===== src/rtl/i2c_state_ctrl.sv =====
// Transaction sequencer for the I2C EEPROM master: produces bus state code and per-state tick count.
// Optional NACK retry on chip-address NACK is enabled by defining I2C_NACK_RETRY_EN.
module i2c_state_ctrl #(
  parameter int unsigned START_TICKS = 40,
  parameter int unsigned BYTE_TICKS  = 225,
  parameter int unsigned STOP_TICKS  = 40,
  parameter int unsigned ACK_TICK    = 221
) (
  input  logic       i_clk10MHz,
  input  logic       i_RST_n,
  input  logic       i_Req,
  input  logic       i_R_W,
  input  logic [7:0] i_Data_Num,
  input  logic       i_Num_Remain,
  input  logic       i_SDA_In,
  output logic [2:0] o_Current_State,
  output logic [7:0] o_Clock_Timer,
  output logic       o_Read_Setting_Flag,
  output logic       o_Busy,
  output logic       o_Byte_Done,
  output logic       o_Done,
  output logic       o_Nack_Err
);

  typedef enum logic [2:0] {
    StIdle     = 3'd0,
    StStart    = 3'd1,
    StChipAddr = 3'd2,
    StRegAddr  = 3'd3,
    StDataSend = 3'd4,
    StDataRcv  = 3'd5,
    StStop     = 3'd6
  } state_e;

  state_e     state_q, state_d;
  logic [7:0] timer_q, timer_d;
  logic       rw_q, rw_d;
  logic       flag_q, flag_d;
  logic       nack_err_q, nack_err_d;
  logic       nack_q, nack_d;
  logic       done_q, done_d;

  logic [7:0] tick_last;
  logic       expiry;
  logic       ack_slot;
  logic       accept;
  logic       nack_now;
  logic       nack_hit;
  logic       retry_take;
  logic       retry_go;

  always_comb begin
    tick_last = 8'(BYTE_TICKS - 1);
    case (state_q)
      StStart: tick_last = 8'(START_TICKS - 1);
      StStop:  tick_last = 8'(STOP_TICKS - 1);
      default: ;
    endcase
  end

  assign expiry   = (state_q != StIdle) && (timer_q == tick_last);
  assign ack_slot = (state_q == StChipAddr) || (state_q == StRegAddr) || (state_q == StDataSend);
  assign accept   = (state_q == StIdle) && i_Req && (i_Data_Num != 8'd0);
  assign nack_now = ack_slot && (timer_q == 8'(ACK_TICK)) && i_SDA_In;
  assign nack_hit = ack_slot && (nack_q || nack_now);

`ifdef I2C_NACK_RETRY_EN
  localparam int unsigned RETRY_MAX = 3;

  logic [1:0] retry_cnt_q, retry_cnt_d;
  logic       retry_pend_q, retry_pend_d;

  // Chip-address NACK means the EEPROM is still busy; loop Stop->Start instead of failing.
  assign retry_take = (state_q == StChipAddr) && nack_hit && (32'(retry_cnt_q) < RETRY_MAX);
  assign retry_go   = retry_pend_q;

  always_comb begin
    retry_cnt_d  = retry_cnt_q;
    retry_pend_d = retry_pend_q;
    if (accept) begin
      retry_cnt_d  = '0;
      retry_pend_d = 1'b0;
    end else if (expiry && retry_take) begin
      retry_pend_d = 1'b1;
    end else if (expiry && (state_q == StStop) && retry_pend_q) begin
      retry_pend_d = 1'b0;
      retry_cnt_d  = retry_cnt_q + 2'd1;
    end
  end

  always_ff @(posedge i_clk10MHz or negedge i_RST_n) begin
    if (!i_RST_n) begin
      retry_cnt_q  <= '0;
      retry_pend_q <= 1'b0;
    end else begin
      retry_cnt_q  <= retry_cnt_d;
      retry_pend_q <= retry_pend_d;
    end
  end
`else
  assign retry_take = 1'b0;
  assign retry_go   = 1'b0;
`endif

  // State register
  always_ff @(posedge i_clk10MHz or negedge i_RST_n) begin
    if (!i_RST_n) begin
      state_q <= StIdle;
    end else begin
      state_q <= state_d;
    end
  end

  // Next-state logic
  always_comb begin
    state_d = state_q;
    case (state_q)
      StIdle: begin
        if (accept) state_d = StStart;
      end
      StStart: begin
        if (expiry) state_d = StChipAddr;
      end
      StChipAddr: begin
        if (expiry) begin
          if (nack_hit)              state_d = StStop;
          else if (!rw_q || !flag_q) state_d = StRegAddr;
          else                       state_d = StDataRcv;
        end
      end
      StRegAddr: begin
        if (expiry) begin
          if (nack_hit)  state_d = StStop;
          else if (rw_q) state_d = StStart;
          else           state_d = StDataSend;
        end
      end
      StDataSend: begin
        if (expiry) begin
          if (nack_hit || !i_Num_Remain) state_d = StStop;
        end
      end
      StDataRcv: begin
        if (expiry && !i_Num_Remain) state_d = StStop;
      end
      StStop: begin
        if (expiry) state_d = retry_go ? StStart : StIdle;
      end
      default: state_d = StIdle;
    endcase
  end

  // Tick counter and transaction context
  always_comb begin
    timer_d    = '0;
    rw_d       = rw_q;
    flag_d     = flag_q;
    nack_err_d = nack_err_q;
    nack_d     = (nack_q || nack_now) && !expiry;
    done_d     = (state_q == StStop) && expiry && !retry_go;

    if ((state_q != StIdle) && !expiry) timer_d = timer_q + 8'd1;

    if (accept) begin
      rw_d       = i_R_W;
      flag_d     = 1'b0;
      nack_err_d = 1'b0;
    end

    if ((state_q == StRegAddr) && expiry && rw_q && !nack_hit) flag_d = 1'b1;
    if ((state_q == StStop) && expiry && retry_go) flag_d = 1'b0;
    if (expiry && nack_hit && !retry_take) nack_err_d = 1'b1;
  end

  always_ff @(posedge i_clk10MHz or negedge i_RST_n) begin
    if (!i_RST_n) begin
      timer_q    <= '0;
      rw_q       <= 1'b0;
      flag_q     <= 1'b0;
      nack_err_q <= 1'b0;
      nack_q     <= 1'b0;
      done_q     <= 1'b0;
    end else begin
      timer_q    <= timer_d;
      rw_q       <= rw_d;
      flag_q     <= flag_d;
      nack_err_q <= nack_err_d;
      nack_q     <= nack_d;
      done_q     <= done_d;
    end
  end

  // Outputs
  always_comb begin
    o_Current_State     = state_q;
    o_Clock_Timer       = timer_q;
    o_Read_Setting_Flag = flag_q;
    o_Busy              = (state_q != StIdle);
    o_Byte_Done         = expiry && ((state_q == StDataSend) || (state_q == StDataRcv));
    o_Done              = done_q;
    o_Nack_Err          = nack_err_q;
  end

endmodule


===== config.mk =====
export PLATFORM = sky130hd
export DESIGN_NAME = i2c_state_ctrl
export DESIGN_NICKNAME = d
export VERILOG_FILES = /design/src/rtl/i2c_state_ctrl.sv
export SDC_FILE = /design/constraint.sdc
export NUM_CORES = 1
export LEC_CHECK = 0
export CELL_PAD_IN_SITES_DETAIL_PLACEMENT = 0
export CELL_PAD_IN_SITES_GLOBAL_PLACEMENT = 1
export CORE_ASPECT_RATIO = 0.7
export CORE_UTILIZATION = 35
export DETAILED_ROUTE_END_ITERATION = 6
export PLACE_DENSITY_LB_ADDON = 0.1
export SYNTH_ARGS = -nofsm -noshare
export SYNTH_HDL_FRONTEND = slang
export SYNTH_SLANG_ARGS = --single-unit

===== constraint.sdc =====
create_clock -name i_clk10MHz -period 1.8 [get_ports i_clk10MHz]
set_input_delay 0.36 -clock i_clk10MHz [delete_from_list [all_inputs] [get_ports i_clk10MHz]]
set_output_delay 0.36 -clock i_clk10MHz [all_outputs]
set_load 0.05 [all_outputs]

* After elaboration in Yosys (flattened, before gate mapping)
Cells that the tools add are included.
** Cells by class
- Add/subtract/negate cells :: 1
- Eq/ne operators :: 16
- Mux-type cells :: 18
- Reductions and logical operators :: 33
** Operators by type and width (count)
- two-way mux 3 bit :: 12
- case mux 3 bit (7 select lines) :: 1
- two-way mux 8 bit :: 2
- != test 2 bit, second input constant :: 8
- logical AND 1 bit :: 15
- == test 3 bit, second input constant :: 3
- adder 8 x 1 -> 8 bit, second input constant :: 1
- == test 8 bit :: 1
- == test 8 bit, second input constant :: 1
- AND reduction 8 bit :: 1
- nonzero test 8 bit :: 1
- == test 3 x 2 -> 1 bit, second input constant :: 2
- logical OR 1 bit :: 6
- logical NOT 1 bit :: 5
- nonzero test 2 bit :: 2
- == test 3 x 1 -> 1 bit, second input constant :: 1
- logical NOT 3 bit :: 1
- two-way mux 1 bit :: 3
- nonzero test 3 bit :: 1
- OR reduction 2 bit :: 1
** Storage, ports and cells
- Logic and storage cells :: 75
- Bits of input ports :: 14
- Output and inout port bits :: 16
- Register bits after elaboration :: 16

* Logic depth before layout (Yosys ltp)
Gate-level depths: netlist (run 1).
- Depth in word-level cells :: 11
- Depth in mapped cells :: 7
- Mapped depth without buffers :: 7

* Least setup slack after synthesis (run 1)
No wires, ideal clock.
- Path type :: register to output
- Start :: register timer_q[3] (netlist: o_Clock_Timer[3])
- End :: output o_Byte_Done
- Path buffers :: 1
- Cell stages (with the launch flop) :: 5
- Arrival :: 1.809 ns
- Required time :: 1.440 ns
- Slack :: -0.369 ns
- Cell sequence :: dfrtp_1 > buf_6 > nor3b_4 > nand3b_1 > nor2_1
** Between the ends
- Longest elaborated chain between the ends :: 3
** Ends and longest elaborated chain
- start: declaration :: RTL line 36 : logic [7:0] timer_q, timer_d;
- start signal: assignment :: RTL line 184 : timer_q <= timer_d;
- == test 8 bit :: RTL line 61 : assign expiry = (state_q != StIdle) && (timer_q == tick_last);
- logical AND 1 bit :: RTL line 61
- logical AND 1 bit :: RTL line 199 : o_Byte_Done = expiry && ((state_q == StDataSend) || (state_q == StDataRcv));
- end: declaration :: RTL line 20 : output logic o_Byte_Done,
Every way passes these cells.

* Worst setup path after layout (run 1)
- Start :: register timer_q[1] (netlist: o_Clock_Timer[1])
- End :: output o_Byte_Done
The elaborated chain is that of the path after synthesis.

==> results_tabular.tex, run 1 <==
\begin{tabular}{lr}
\hline
Metric & Value \\
\hline
\multicolumn{2}{l}{\textbf{Yosys}} \\
Combined area of all synthesized cells & 0.00107 mm² \\
Count of cell types in the netlist & 50 \\
Instance count of the mapped netlist & approximately 110 \\
Area share of the leading cell type in the synthesized netlist & a little under two fifths \\
Top cells by area, synth & dfrtp\_1 (37\%), nor2\_1 (4.2\%), nand3\_1 (3.7\%), xor2\_1 (3.3\%), ha\_1 (2.3\%) \\
Number of warnings reported in the yosys synthesis log & 0 \\
Number of synthesized flops with an enable pin & 0 \\
Library cell occupying the most area in the post-synthesis netlist & dfrtp\_1 \\
Seq cells post-synth & 16 \\
Main flop type after synthesis & dfrtp\_1 \\
Syn Area/Cell & between 9 and 10 µm² \\
Synthesized netlist net count & 127 \\
Seq/Total Area, Yosys & 37.4\% \\
Async SR Flop Fraction & 100\% \\
\multicolumn{2}{l}{\textbf{Clock tree}} \\
Number of levels the H-tree was split into & 1 \\
Count of hold buffers inserted by post-cts repair & 0 \\
Clock tree from TritonCTS & yes \\
Count of clock tree sinks & 16 \\
Clk slew on worst S/H paths & 0.06 ns \\
Cts bufs inserted & 3 \\
Buffer cell driving the clock tree root & clkbuf\_8 \\
Buffer depth of the longest clock path & 2 \\
Insertion delay of the later-clocked pin in the worst-skew pair & $\sim$0.25 ns \\
\multicolumn{2}{l}{\textbf{Cells and area}} \\
Ant diodes & 0 \\
Filler Cells Inserted & about 280 \\
Area added between synthesis and finish & 50.5\% \\
Area of all placed cells without fillers & 0.00161 mm² \\
Most common cell after layout, fill and taps aside & buf\_4 \\
Final core utilization & a little under three fifths \\
Net count of the finished layout & 175 \\
Final cell count without fillers & 194 \\
Commonest non-fill, non-tap cells in the layout & buf\_4 (29), clkdlybuf4s50\_1 (13), nor2\_1 (11) \\
Fraction of final layout cells with drive strength greater than 1 & 38.0\% \\
\multicolumn{2}{l}{\textbf{GRT}} \\
Vias in the first global route & about 970 \\
Global route overflow & 0 \\
Global-route wire length before repair & 4650 µm \\
Total routing resource utilization after global routing & 20.0\% \\
Number of antenna violations at the first check in global routing & 0 \\
Pin count of the biggest net entering global routing & 17 \\
\multicolumn{2}{l}{\textbf{Power}} \\
Power density cells & 420 mW/mm² \\
Static leakage & 0.000662 µW \\
Worst vdd rail ir drop & 0.548 mV \\
\multicolumn{2}{l}{\textbf{Detailed routing}} \\
DR vias & 1,028 \\
Remaining routing DRC violations & 0 \\
Initial DRC count & 57 \\
Remaining number of nets flagged by the antenna check after routing & 0 \\
Number of detailed-routing iterations run before antenna repair & 4 \\
Routed wire per std cell & 14.9 µm \\
Wire length after detailed routing & 2900 µm \\
Routed vias/inst & about 5.3 \\
\multicolumn{2}{l}{\textbf{Flow run}} \\
Maxcap violations & 0 \\
\multicolumn{2}{l}{\textbf{STA}} \\
Setup skew after layout & 0.00517 ns \\
Setup repair after global routing missed its margin & yes \\
Total count of hold-check failures in the final report & 0 \\
Final Setup Violations & 0 \\
Relative slew margins & 78.7\% \\
Tightest Pin Transition & 0.317 ns \\
Shortest clock period the worst path allows after layout & 1.79 ns \\
Max frequency & 558 MHz \\
Slew Viols, Final & 0 \\
Final cycle utilization of the critical path & 99.6\% \\
Worst path setup slack after routing & 0.00686 ns \\
\multicolumn{2}{l}{\textbf{Placement}} \\
Pre-CTS setup slack & between 0.006 and 0.007 ns \\
DP HPWL & roughly 2200 µm \\
Placed Cells incl. Taps & around 180 \\
PortBufs & 29 \\
Placed instance area & 0.00151 mm² \\
RePlAce Congestion & 0.826 \\
\multicolumn{2}{l}{\textbf{Run status}} \\
Run status & complete, no violations \\
\multicolumn{2}{l}{\textbf{Floorplanning}} \\
Die width & 68.1 µm \\
Die outline height & 48.3 µm \\
Full die area & 0.00329 mm² \\
Ports & 30 \\
Initial core utilization & between 30 and 40\% \\
Std-Cell Rows & 16 \\
Area of the placeable core & 0.00284 mm² \\
\multicolumn{2}{l}{\textbf{Critical path}} \\
Data arrival time of the critical path & 1.43 ns \\
Critical path start-end classification & flop to primary output \\
Worst Setup End Kind & primary output \\
Largest fanout of any net on the critical path & 5 \\
Worst setup SP type & flop \\
Req. time, crit path & between 1 and 1.5 ns \\
Worst R2R Setup Slack & 0.07 ns \\
\multicolumn{2}{l}{\textbf{Worst hold path}} \\
Type of the worst min-delay path & primary input to asynchronous set/reset pin \\
\hline
\end{tabular}
[repair_timing]
action,in CTS,in global routing
pin swaps,4,3
buffers inserted,5,1
endpoints found under the setup margin,2,7
resized for setup,1,4
cloned,0,0
[power breakdown]
group	switching, µW	internal (µW)
clock	121	157
combinational	12.2	27.4
sequential	0	360
total	133	544
[area by class of cell]
type / instances / area, µm² / area share [%]
clock buffers: 4 / 45.0 / 2.80
inverters: 2 / 7.51 / 0.466
multi-input cells: 88 / 644 / 40.0
flip-flops and latches: 16 / 410 / 25.5
well taps: 36 / 45.0 / 2.80
repair buffers: 48 / 459 / 28.5
[cells by family (layout without fill, tap and decap cells)]
| family | Yosys count | in the layout | share of synthesized area [%] |
|---|---|---|---|
| AOI/OAI and AO/OA | 25 | 25 | 18.5 |
| xor gates and xnor gates | 6 | 6 | 4.91 |
| adders and majority gates | 2 | 2 | 2.34 |
| buffers and inverters | 7 | 54 | 4.09 |
| DFF | 16 | 16 | 37.4 |
| muxes | 2 | 2 | 1.99 |
| and+or+nand+nor | 53 | 53 | 30.8 |
[critical path: stages, from the launching register on]
cell and delay, ns:
dfrtp_2 0.43, and4bb_2 0.31, nand3b_1 0.16, nor2_4 0.14
buf_12 0.14
[sequential cells by signal, summed over array words and instances, names as in the netlist]
register,cells
nack_q,1
o_Clock_Timer,8
o_Current_State,3
o_Done,1
o_Nack_Err,1
o_Read_Setting_Flag,1
rw_q,1
[cell usage after synthesis (2+ instances only)]
cell / number
nand3b_1: 3
nand3_1: 8
nor2b_1: 3
xnor2_1: 2
buf_2: 2
inv_1: 2
and3_1: 2
nor4_1: 2
a21o_1: 2
buf_4: 2
nand2_1: 6
nor2_1: 12
a21oi_1: 3
or3b_1: 2
o21ai_0: 4
o21a_1: 2
xor2_1: 4
o31ai_1: 2
dfrtp_1: 16
ha_1: 2
[path summary, 6_finish.rpt]
path | start | depth (start not counted) | to
max | o_Clock_Timer[1]$_DFF_PN0_ | 4 | o_Byte_Done
min | i_RST_n | 2 | o_Clock_Timer[7]$_DFF_PN0_
max reg2reg | o_Current_State[1]$_DFFE_PN0P_ | 6 | o_Current_State[0]$_DFFE_PN0P_
min reg2reg | o_Clock_Timer[0]$_DFF_PN0_ | 1 | o_Clock_Timer[0]$_DFF_PN0_
max in group asynchronous | i_RST_n | 2 | o_Clock_Timer[5]$_DFF_PN0_
min in group i_clk10MHz | o_Clock_Timer[0]$_DFF_PN0_ | 1 | o_Clock_Timer[0]$_DFF_PN0_
[metal layers]
layer,up-vias,share of wire (%),track usage (%)
met3,2,5.4,4.44
li1,499,-,-
met5,-,0,0
met4,0,0.66,5.83
met2,28,45,30.0
met1,499,48,29.0
[per-stage QoR]
| step | hold WS (ns) | total power (µW) | TNS (ns) |
|---|---|---|---|
| floorplan | 0.0644 | 369 | -0.0109 |
| global placement | 0.479 | 406 | 0 |
| detailed placement | 0.484 | 406 | 0 |
| CTS | 0.442 | 687 | 0 |
| global route | 0.455 | 699 | -0.0504 |
| finish | 0.430 | 677 | 0 |
(Power assumes the default switching activity.)
==> inputs of run 2 (changes only) <==
Settings changed: CELL_PAD_IN_SITES_DETAIL_PLACEMENT 0 to 1, CELL_PAD_IN_SITES_GLOBAL_PLACEMENT 1 to 2, CORE_UTILIZATION 35 to 28, CTS_CLUSTER_SIZE from default to 8.
==> run 2 against run 1 <==
Effect of this change:
- combinational power grew 3%
- maximum frequency grew 1.9%
- cell area grew 1.6%
- clock power is essentially flat
- critical path type unchanged
==> results_tabular.tex, run 2 (synthesized netlist as in run 1, its figures left out) <==
\begin{tabular}{lr}
\hline
Metric & Value \\
\hline
\multicolumn{2}{l}{\textbf{GRT}} \\
Global-route wire length before repair & 5350 µm (+15\%) \\
Global route overflow & 0 (unchanged) \\
Total routing resource utilization after global routing & 17.6\% (-2.4 points) \\
Pin count of the biggest net entering global routing & 17 (unchanged) \\
Number of antenna violations at the first check in global routing & 0 (unchanged) \\
Vias in the first global route & 1,019 (+5.5\%) \\
\multicolumn{2}{l}{\textbf{Floorplanning}} \\
Area of the placeable core & 0.00358 mm² (+26\%) \\
Std-Cell Rows & 18 (+2) \\
Die width & 75.9 µm (+11\%) \\
Full die area & 0.00408 mm² (+24\%) \\
Ports & 30 (unchanged) \\
Initial core utilization & 29.9\% (-7.8 points) \\
Die outline height & 53.7 µm (+11\%) \\
\multicolumn{2}{l}{\textbf{STA}} \\
Total count of hold-check failures in the final report & 0 (unchanged) \\
Relative slew margins & 76.2\% (-2.5 points) \\
Final-layout setup total negative slack & 0 ns (unchanged) \\
Final cycle utilization of the critical path & 97.7\% (-1.9 points) \\
Slew Viols, Final & 0 (unchanged) \\
Tightest Pin Transition & 0.354 ns (+0.0373 ns) \\
Final Setup Violations & 0 (unchanged) \\
Max frequency & 569 MHz (+1.9\%) \\
Setup repair after global routing missed its margin & yes \\
Shortest clock period the worst path allows after layout & 1.76 ns (-0.0342 ns) \\
Setup skew after layout & 0.0108 ns (+0.00564 ns) \\
\multicolumn{2}{l}{\textbf{Cells and area}} \\
Final core utilization & 45.7\% (-11 points) \\
Fraction of final layout cells with drive strength greater than 1 & 40.0\% (+2.0 points) \\
Ant diodes & 0 (unchanged) \\
Flip-flop count of the largest register, all copies and words added & 8 (unchanged) \\
Area added between synthesis and finish & 52.8\% \\
Commonest non-fill, non-tap cells in the layout & buf\_4 (33), clkdlybuf4s50\_1 (13), nor2\_1 (11), dfrtp\_2 (10), nand3\_1 (8) \\
Net count of the finished layout & 178 (+1.7\%) \\
Final cell count without fillers & 210 (+8.2\%) \\
Most common cell after layout, fill and taps aside & buf\_4 \\
Area of all placed cells without fillers & 0.00164 mm² (+1.6\%) \\
\multicolumn{2}{l}{\textbf{Detailed routing}} \\
Initial DRC count & 41 (-28\%) \\
Remaining number of nets flagged by the antenna check after routing & 0 (unchanged) \\
Number of detailed-routing iterations run before antenna repair & 4 (unchanged) \\
DR vias & 1,041 (+1.3\%) \\
Routed wire per std cell & 15.9 µm (+6.7\%) \\
Wire length after detailed routing & 3350 µm (+16\%) \\
Remaining routing DRC violations & 0 (unchanged) \\
Routed vias/inst & 4.96 (-6.5\%) \\
\multicolumn{2}{l}{\textbf{Critical path}} \\
Cell chain of the critical path & and4bb\_2, nand3b\_1, nor2\_4, buf\_12 \\
Worst Setup End Kind & primary output \\
Req. time, crit path & 1.44 ns (about the same) \\
Cell family with most CP delay & simple AND/OR/NAND/NOR gates \\
Largest fanout of any net on the critical path & 2 (-3) \\
Library cell contributing the largest single delay on the critical path & dfrtp\_2 \\
Worst setup SP type & flop \\
Crit-path max cell delay & 0.40 ns (-0.03 ns) \\
Data arrival time of the critical path & 1.40 ns (-0.03 ns) \\
Critical path start-end classification & flop to primary output \\
Crit path buffers/inverters & 1 (unchanged) \\
\multicolumn{2}{l}{\textbf{Clock tree}} \\
Insertion delay of the later-clocked pin in the worst-skew pair & 0.25 ns (about the same) \\
Clock tree from TritonCTS & yes \\
Number of levels the H-tree was split into & 1 (unchanged) \\
Buffer depth of the longest clock path & 2 (unchanged) \\
Cts bufs inserted & 3 (unchanged) \\
Clk slew on worst S/H paths & 0.07 ns (about the same) \\
Count of hold buffers inserted by post-cts repair & 0 (unchanged) \\
Buffer cell driving the clock tree root & clkbuf\_8 \\
Count of clock tree sinks & 16 (unchanged) \\
\multicolumn{2}{l}{\textbf{Placement}} \\
RePlAce Congestion & 0.764 (-7.5\%) \\
PortBufs & 29 (unchanged) \\
Placed Cells incl. Taps & 199 (+8.2\%) \\
Placed instance area & 0.00153 mm² (+1.7\%) \\
DP HPWL & 2560 µm (+18\%) \\
\multicolumn{2}{l}{\textbf{Run status}} \\
Run status & complete, no violations \\
\multicolumn{2}{l}{\textbf{Power}} \\
Power density cells & 412 mW/mm² (-1.9\%) \\
Static leakage & 0.000671 µW (+1.4\%) \\
Worst vdd rail ir drop & 0.314 mV (-43\%) \\
\multicolumn{2}{l}{\textbf{Flow run}} \\
Maxcap violations & 0 (unchanged) \\
\multicolumn{2}{l}{\textbf{Worst hold path}} \\
Type of the worst min-delay path & primary input to asynchronous set/reset pin \\
\hline
\end{tabular}
[run 2: path summary, 6_finish.rpt]
check	depth (start not counted)	end	start	slack [ns]
min in group i_clk10MHz	1	o_Clock_Timer[0]$_DFF_PN0_	o_Clock_Timer[0]$_DFF_PN0_	0.47
max in group asynchronous	2	o_Clock_Timer[1]$_DFF_PN0_	i_RST_n	1.13
worst min register to register	1	o_Clock_Timer[0]$_DFF_PN0_	o_Clock_Timer[0]$_DFF_PN0_	0.47
worst min-delay path	2	o_Done$_DFF_PN0_	i_RST_n	0.44
worst max register to register	6	o_Current_State[0]$_DFFE_PN0P_	o_Current_State[1]$_DFFE_PN0P_	0.07
worst max-delay path	4	o_Byte_Done	o_Clock_Timer[2]$_DFF_PN0_	0.04
[run 2: area by class of cell]
| cell class | instances | area, µm² |
|---|---|---|
| Fill cell | 408 | 1940 |
| Multi-Input combinational cell | 88 | 634 |
| Timing Repair Buffer | 51 | 478 |
| Sequential cell | 16 | 413 |
| Tap cell | 50 | 62.6 |
| Clock buffer | 3 | 41.3 |
| Inverter | 2 | 7.51 |
[run 2: what timing repair did]
action                     CTS  global route
gates cloned                 0             0
gates resized for setup      3             1
pin swaps                    4             1
setup endpoints to repair    2             4
buffers inserted             8             0
[run 2: stage by stage]
step / total power [µW] / setup slack, ns / hold WS, ns
2_1_floorplan: 369 / -0.0109 / 0.0644
3_3_place_gp: 406 / -0.00293 / 0.454
3_5_place_dp: 408 / -0.0395 / 0.469
4_1_cts: 689 / 0.0194 / 0.447
5_1_grt: 704 / -0.0240 / 0.481
6_report: 674 / 0.0410 / 0.442
[run 2: per-layer routing]
layer	share of wire, %	GRT usage, %	vias to the layer above
li1	-	-	508
met5	0	0	-
met1	54	25.4	518
met3	2.9	4.41	2
met2	43	27.1	13
met4	0.42	2.88	0
[run 2: where the power goes]
| part | switching, µW | internal (µW) | leakage, µW |
|---|---|---|---|
| clock network | 125 | 148 | 0.0000216 |
| registers | 0 | 359 | 0.000191 |
| logic | 13.3 | 27.4 | 0.000458 |
| total | 138 | 535 | 0.000671 |
==> inputs of run 3 (changes only) <==
Settings changed: CTS_BUF_LIST from default to sky130_fd_sc_hd__clkbuf_4 sky130_fd_sc_hd__clkbuf_8 sky130_fd_sc_hd__clkbuf_16, CTS_CLUSTER_SIZE 8 to 25.
==> results of run 3 <==
Same layout as run 2: the final DEF is identical, and so are final timing and power.
